`config.mk`:
```
export PLATFORM = sky130hd
export DESIGN_NAME = mem_rd_arbiter
export DESIGN_NICKNAME = d
export VERILOG_FILES = /design/src/rtl/mem_rd_arbiter.sv
export SDC_FILE = /design/constraint.sdc
export NUM_CORES = 1
export LEC_CHECK = 0
export CORE_MARGIN = 5
export CORE_UTILIZATION = 32
export CTS_BUF_LIST = sky130_fd_sc_hd__clkbuf_2
export DETAILED_ROUTE_END_ITERATION = 8
export PLACE_DENSITY = 0.84
export SETUP_SLACK_MARGIN = 0.05
export SLEW_MARGIN = 20
export SYNTH_ARGS = -nofsm -noshare
export SYNTH_HDL_FRONTEND = slang
export SYNTH_SLANG_ARGS = --single-unit
export TNS_END_PERCENT = 50
```
`constraint.sdc`:
```
create_clock -name clk -period 1.5 [get_ports clk]
set_input_delay 0.15 -clock clk [delete_from_list [all_inputs] [get_ports clk]]
set_output_delay 0.15 -clock clk [all_outputs]
set_load 0.01 [all_outputs]
```
`src/rtl/mem_rd_arbiter.sv`:
```
// Two-port (I-cache / D-cache) burst read arbiter onto one shared memory read channel.
// Define ARB_RR_EN for round-robin arbitration; otherwise the D-cache wins every conflict.
module mem_rd_arbiter #(
  parameter int unsigned ADDR_W = 32
) (
  input  logic              clk,
  input  logic              rst,
  // I-cache
  input  logic              ic_req_valid,
  input  logic [ADDR_W-1:0] ic_req_addr,
  output logic              ic_req_ready,
  output logic              ic_rsp_valid,
  output logic [31:0]       ic_rsp_data,
  output logic              ic_rsp_last,
  input  logic              ic_rsp_ready,
  // D-cache
  input  logic              dc_req_valid,
  input  logic [ADDR_W-1:0] dc_req_addr,
  output logic              dc_req_ready,
  output logic              dc_rsp_valid,
  output logic [31:0]       dc_rsp_data,
  output logic              dc_rsp_last,
  input  logic              dc_rsp_ready,
  // Memory
  output logic              mem_req_valid,
  output logic [ADDR_W-1:0] mem_req_addr,
  input  logic              mem_req_ready,
  input  logic              mem_rsp_valid,
  input  logic [31:0]       mem_rsp_data,
  input  logic              mem_rsp_last,
  output logic              mem_rsp_ready
);

  typedef enum logic [2:0] {
    StIdle = 3'b001,
    StReq  = 3'b010,
    StData = 3'b100
  } state_e;

  state_e            r_state;
  state_e            w_state_nxt;
  logic              r_own_ic;
  logic              r_own_dc;
  logic [ADDR_W-1:0] r_addr;
  logic              w_grant;
  logic              w_grant_dc;
  logic              w_burst_done;

  assign w_grant      = ic_req_valid | dc_req_valid;
  assign w_burst_done = mem_rsp_valid & mem_rsp_ready & mem_rsp_last;

`ifdef ARB_RR_EN
  logic r_last_dc;

  // Reset value lets the I-cache win the first conflict after reset.
  always_ff @(posedge clk) begin
    if (rst) begin
      r_last_dc <= 1'b1;
    end else if ((r_state == StIdle) && w_grant) begin
      r_last_dc <= w_grant_dc;
    end
  end

  assign w_grant_dc = dc_req_valid & (~ic_req_valid | ~r_last_dc);
`else
  assign w_grant_dc = dc_req_valid;
`endif

  always_ff @(posedge clk) begin
    if (rst) begin
      r_state <= StIdle;
    end else begin
      r_state <= w_state_nxt;
    end
  end

  always_comb begin
    w_state_nxt = r_state;
    unique case (r_state)
      StIdle:  if (w_grant)       w_state_nxt = StReq;
      StReq:   if (mem_req_ready) w_state_nxt = StData;
      StData:  if (w_burst_done)  w_state_nxt = StIdle;
      default: w_state_nxt = StIdle;
    endcase
  end

  // Owner and address are frozen from grant until the burst ends.
  always_ff @(posedge clk) begin
    if (rst) begin
      r_own_ic <= 1'b0;
      r_own_dc <= 1'b0;
      r_addr   <= '0;
    end else if ((r_state == StIdle) && w_grant) begin
      r_own_ic <= ~w_grant_dc;
      r_own_dc <= w_grant_dc;
      r_addr   <= w_grant_dc ? dc_req_addr : ic_req_addr;
    end else if ((r_state == StData) && w_burst_done) begin
      r_own_ic <= 1'b0;
      r_own_dc <= 1'b0;
    end
  end

  assign mem_req_addr = r_addr;
  assign ic_rsp_data  = mem_rsp_data;
  assign dc_rsp_data  = mem_rsp_data;

  always_comb begin
    mem_req_valid = 1'b0;
    mem_rsp_ready = 1'b0;
    ic_req_ready  = 1'b0;
    dc_req_ready  = 1'b0;
    ic_rsp_valid  = 1'b0;
    dc_rsp_valid  = 1'b0;
    ic_rsp_last   = 1'b0;
    dc_rsp_last   = 1'b0;
    unique case (r_state)
      StReq: begin
        mem_req_valid = 1'b1;
        ic_req_ready  = r_own_ic & mem_req_ready;
        dc_req_ready  = r_own_dc & mem_req_ready;
      end
      StData: begin
        ic_rsp_valid  = r_own_ic & mem_rsp_valid;
        dc_rsp_valid  = r_own_dc & mem_rsp_valid;
        ic_rsp_last   = r_own_ic & mem_rsp_last;
        dc_rsp_last   = r_own_dc & mem_rsp_last;
        mem_rsp_ready = (r_own_ic & ic_rsp_ready) | (r_own_dc & dc_rsp_ready);
      end
      default: ;
    endcase
  end

endmodule

```
==> impl_metrics.py <==
metrics = {
    "timing": {
        "fmax_mhz": 618,
        "tns_ns": -0.621,
        "setup_slack_ns": -0.119,
        "drv_slew": 0,
        "finalHoldViolCount": 0,
        "clock_skew_ns": 0.0191,
        "rsz0062_at_grt": "yes",
        "fin_crit_sh_pct": 108,
        "relSlewSlack_pct": 65.2,
        "final.min_clock_period_ns": 1.62,
        "worstMarginPinSlew_ns": 0.521,
        "finalSetupViolCount": 15,
    },
    "outcome": {
        "failed_checks": "negative setup slack",
        "status": "complete, but fails checks",
    },
    "floorplan": {
        "die_area_sq_um": 8790,
        "ios": 209,
        "die_w_microns": 93.8,
        "core_sq_um": 6790,
        "rows": 30,
        "fp.dieH_microns": 93.8,
        "start_util_pct": 33.1,
    },
    "critical_path": {
        "critPathKind": "flip-flop to output port",
        "crit_top_cell": "buf_6",
        "cp_cell_sequence": "nor3b_4 -> buf_6 -> and3_4 -> buf_6",
        "required_ns": 1.35,
        "cp_max_fo": 4,
        "start_kind": "flip-flop",
        "crit_slowest_cell": "dfxtp_4",
        "max_stage_delay_ns": 0.40,
        "critPathCaptureType": "output port",
        "crit_arrival_ns": 1.47,
    },
    "finish": {
        "multi_input_area_sq_um": 1080,
        "nFillCells": 628,
        "nNetsFinal": 424,
        "area_growth_pct": 52.5,
        "fin_area_sq_um": 3420,
        "drive_gt1_share_pct": 27.3,
        "regArea_sq_um": 752,
        "fin_util_pct": 50.4,
        "n_antenna_cell": 0,
    },
    "grt": {
        "grt_overflow": 0,
        "met1_usage_pct": 15.5,
        "grt_start_max_net_pins": 34,
        "antenna_found_initial": 0,
        "met3_usage_pct": 5.93,
        "grt_first_pass_wirelength_microns": 10800,
        "globalRoute.busiestLayer": "met2",
        "grt_pass1_vias": 2176,
        "use_met2_pct": 28.4,
        "grt_use_total_pct": 15.7,
    },
    "yosys": {
        "syn_nets": 357,
        "syn_inst": 252,
        "synth_flop_cell": "dfxtp_1",
        "ys_seq_elements": 37,
        "synth_edf_count": 0,
        "synthesis.area_sq_um": 2250,
        "ys_async_sr_fraction_pct": 0,
        "synth.avg_cell_area_sq_um": 8.91,
        "ys_warn_count": 0,
        "yosysUniqueCellTypes": 31,
        "yosysSeqAreaShare_pct": 33.0,
    },
    "clocking": {
        "tritoncts": "built",
        "ctsLongestPathBuffers": 2,
        "cts_max_level": 2,
        "numCtsBuffers": 5,
        "cts.clk_slew.worst_paths_ns": 0.19,
        "clock_latency_ns": 0.38,
        "root_buffer": "clkbuf_2",
        "hold_buffers": 0,
        "cts.sinks": 37,
    },
    "pwr": {
        "fin_total_pwr_mw": 2.74,
        "ir_worst_vdd_mv": 0.368,
        "total_leakage_power_nw": 1.40,
        "power.density_nw_per_um2": 799,
    },
    "routing": {
        "wl_microns": 7960,
        "first_iter_violations": 77,
        "wire_per_inst_microns": 19.2,
        "vias": 2170,
        "drtPass1Iterations": 4,
        "viasPerCell": 5.23,
        "drc": 0,
        "drtAntennaViolNets": 0,
    },
    "placement": {
        "gp_congestion": 0.723,
        "port-buffer-count": 112,
        "hpwl_microns": 5140,
        "placed_area_sq_um": 3010,
    },
    "run": {
        "maxCapViolations": 0,
    },
    "hold_path": {
        "hold_class": "input pin to output port",
    },
}
==> power by group <==
group	total [mW]	switching, mW	internal, mW
registers	1.14	0.0542	1.08
clock network	0.426	0.317	0.109
logic	1.17	0.538	0.636
total	2.74	0.909	1.83
==> critical path, delay by kind of cell, from the launching register on <==
family | cells | cell delay [ns]
buf+inv | 2 | 0.25
flops | 1 | 0.40
simple gates | 2 | 0.45
==> per-stage QoR <==
step,hold slack [ns],instances,setup slack (ns)
6_report,0.300,415,-0.119
5_1_grt,0.300,415,-0.201
4_1_cts,0.300,408,-0.121
3_5_place_dp,0.300,395,-0.0694
3_3_place_gp,0.300,395,-0.0179
2_1_floorplan,0.297,252,0.210
==> cell type report <==
type | count | area share [%]
repair buffers | 142 | 41.9
well taps | 96 | 3.51
flip-flops and latches | 37 | 22.0
clock buffers | 6 | 0.877
multi-input cells | 131 | 31.4
clock inverters | 1 | 0.110
inverters | 2 | 0.219
==> flip-flops by register name (all words and copies together), names as in the netlist <==
register / flops
mem_req_addr: 32
r_own_dc: 1
r_own_ic: 1
r_state: 3
==> layout by cell type, fill, tap and decap left out, types with 4 or more instances in the layout <==
master	n
and3_1	4
buf_4	19
a32oi_1	12
buf_6	6
clkbuf_2	6
buf_2	5
dlymetal6s2s_1	5
dfxtp_1	32
a32oi_2	19
clkdlybuf4s50_1	74
a21oi_1	29
o21ai_1	32
dlygate4sd2_1	25
==> what timing repair did <==
action,CTS,global route
pin swaps,34,52
buffers inserted,5,3
gates resized for setup,74,39
endpoints found under the setup margin,64,50
cloned,1,5
==> kinds of logic (layout without fill, tap and decap cells) <==
logic type / Yosys count / after routing / synth area share, %
AO/OA/AOI/OAI: 104 / 104 / 29.1
buffers and inverters: 86 / 151 / 29.4
flip-flops: 37 / 37 / 33.0
AND/OR/NAND/NOR: 25 / 27 / 8.52
==> cells in the mapped netlist, drive strengths merged, types with 2 or more instances <==
master | number | share of area [%]
a21oi | 32 | 7.1
nand3 | 2 | 0.67
dfxtp | 37 | 33
o21ai | 35 | 7.8
nand2b | 3 | 0.84
clkbuf | 7 | 2.1
nor2b | 3 | 0.84
and3 | 6 | 1.7
inv | 2 | 0.33
buf | 77 | 27
nor3b | 4 | 2.3
nand2 | 2 | 0.33
a32oi | 31 | 12
nor2 | 2 | 0.33
==> layer usage <==
layer / share of wire [%] / vias up
met3: 10 / 30
met5: 0 / -
met1: 37 / 1023
met4: 3.2 / 0
li1: - / 1009
met2: 50 / 108
==> final timing paths <==
check        slack, ns         endpoint       startpoint  depth (start not counted)
min               0.30   dc_rsp_data[2]  mem_rsp_data[2]                          0
max reg2reg      -0.03         r_own_ic       r_state[0]                          4
max              -0.12     ic_rsp_valid       r_state[0]                          4
min reg2reg       0.49  mem_req_addr[0]  mem_req_addr[0]                          2
No activity file was read; power rests on OpenSTA's default activity.
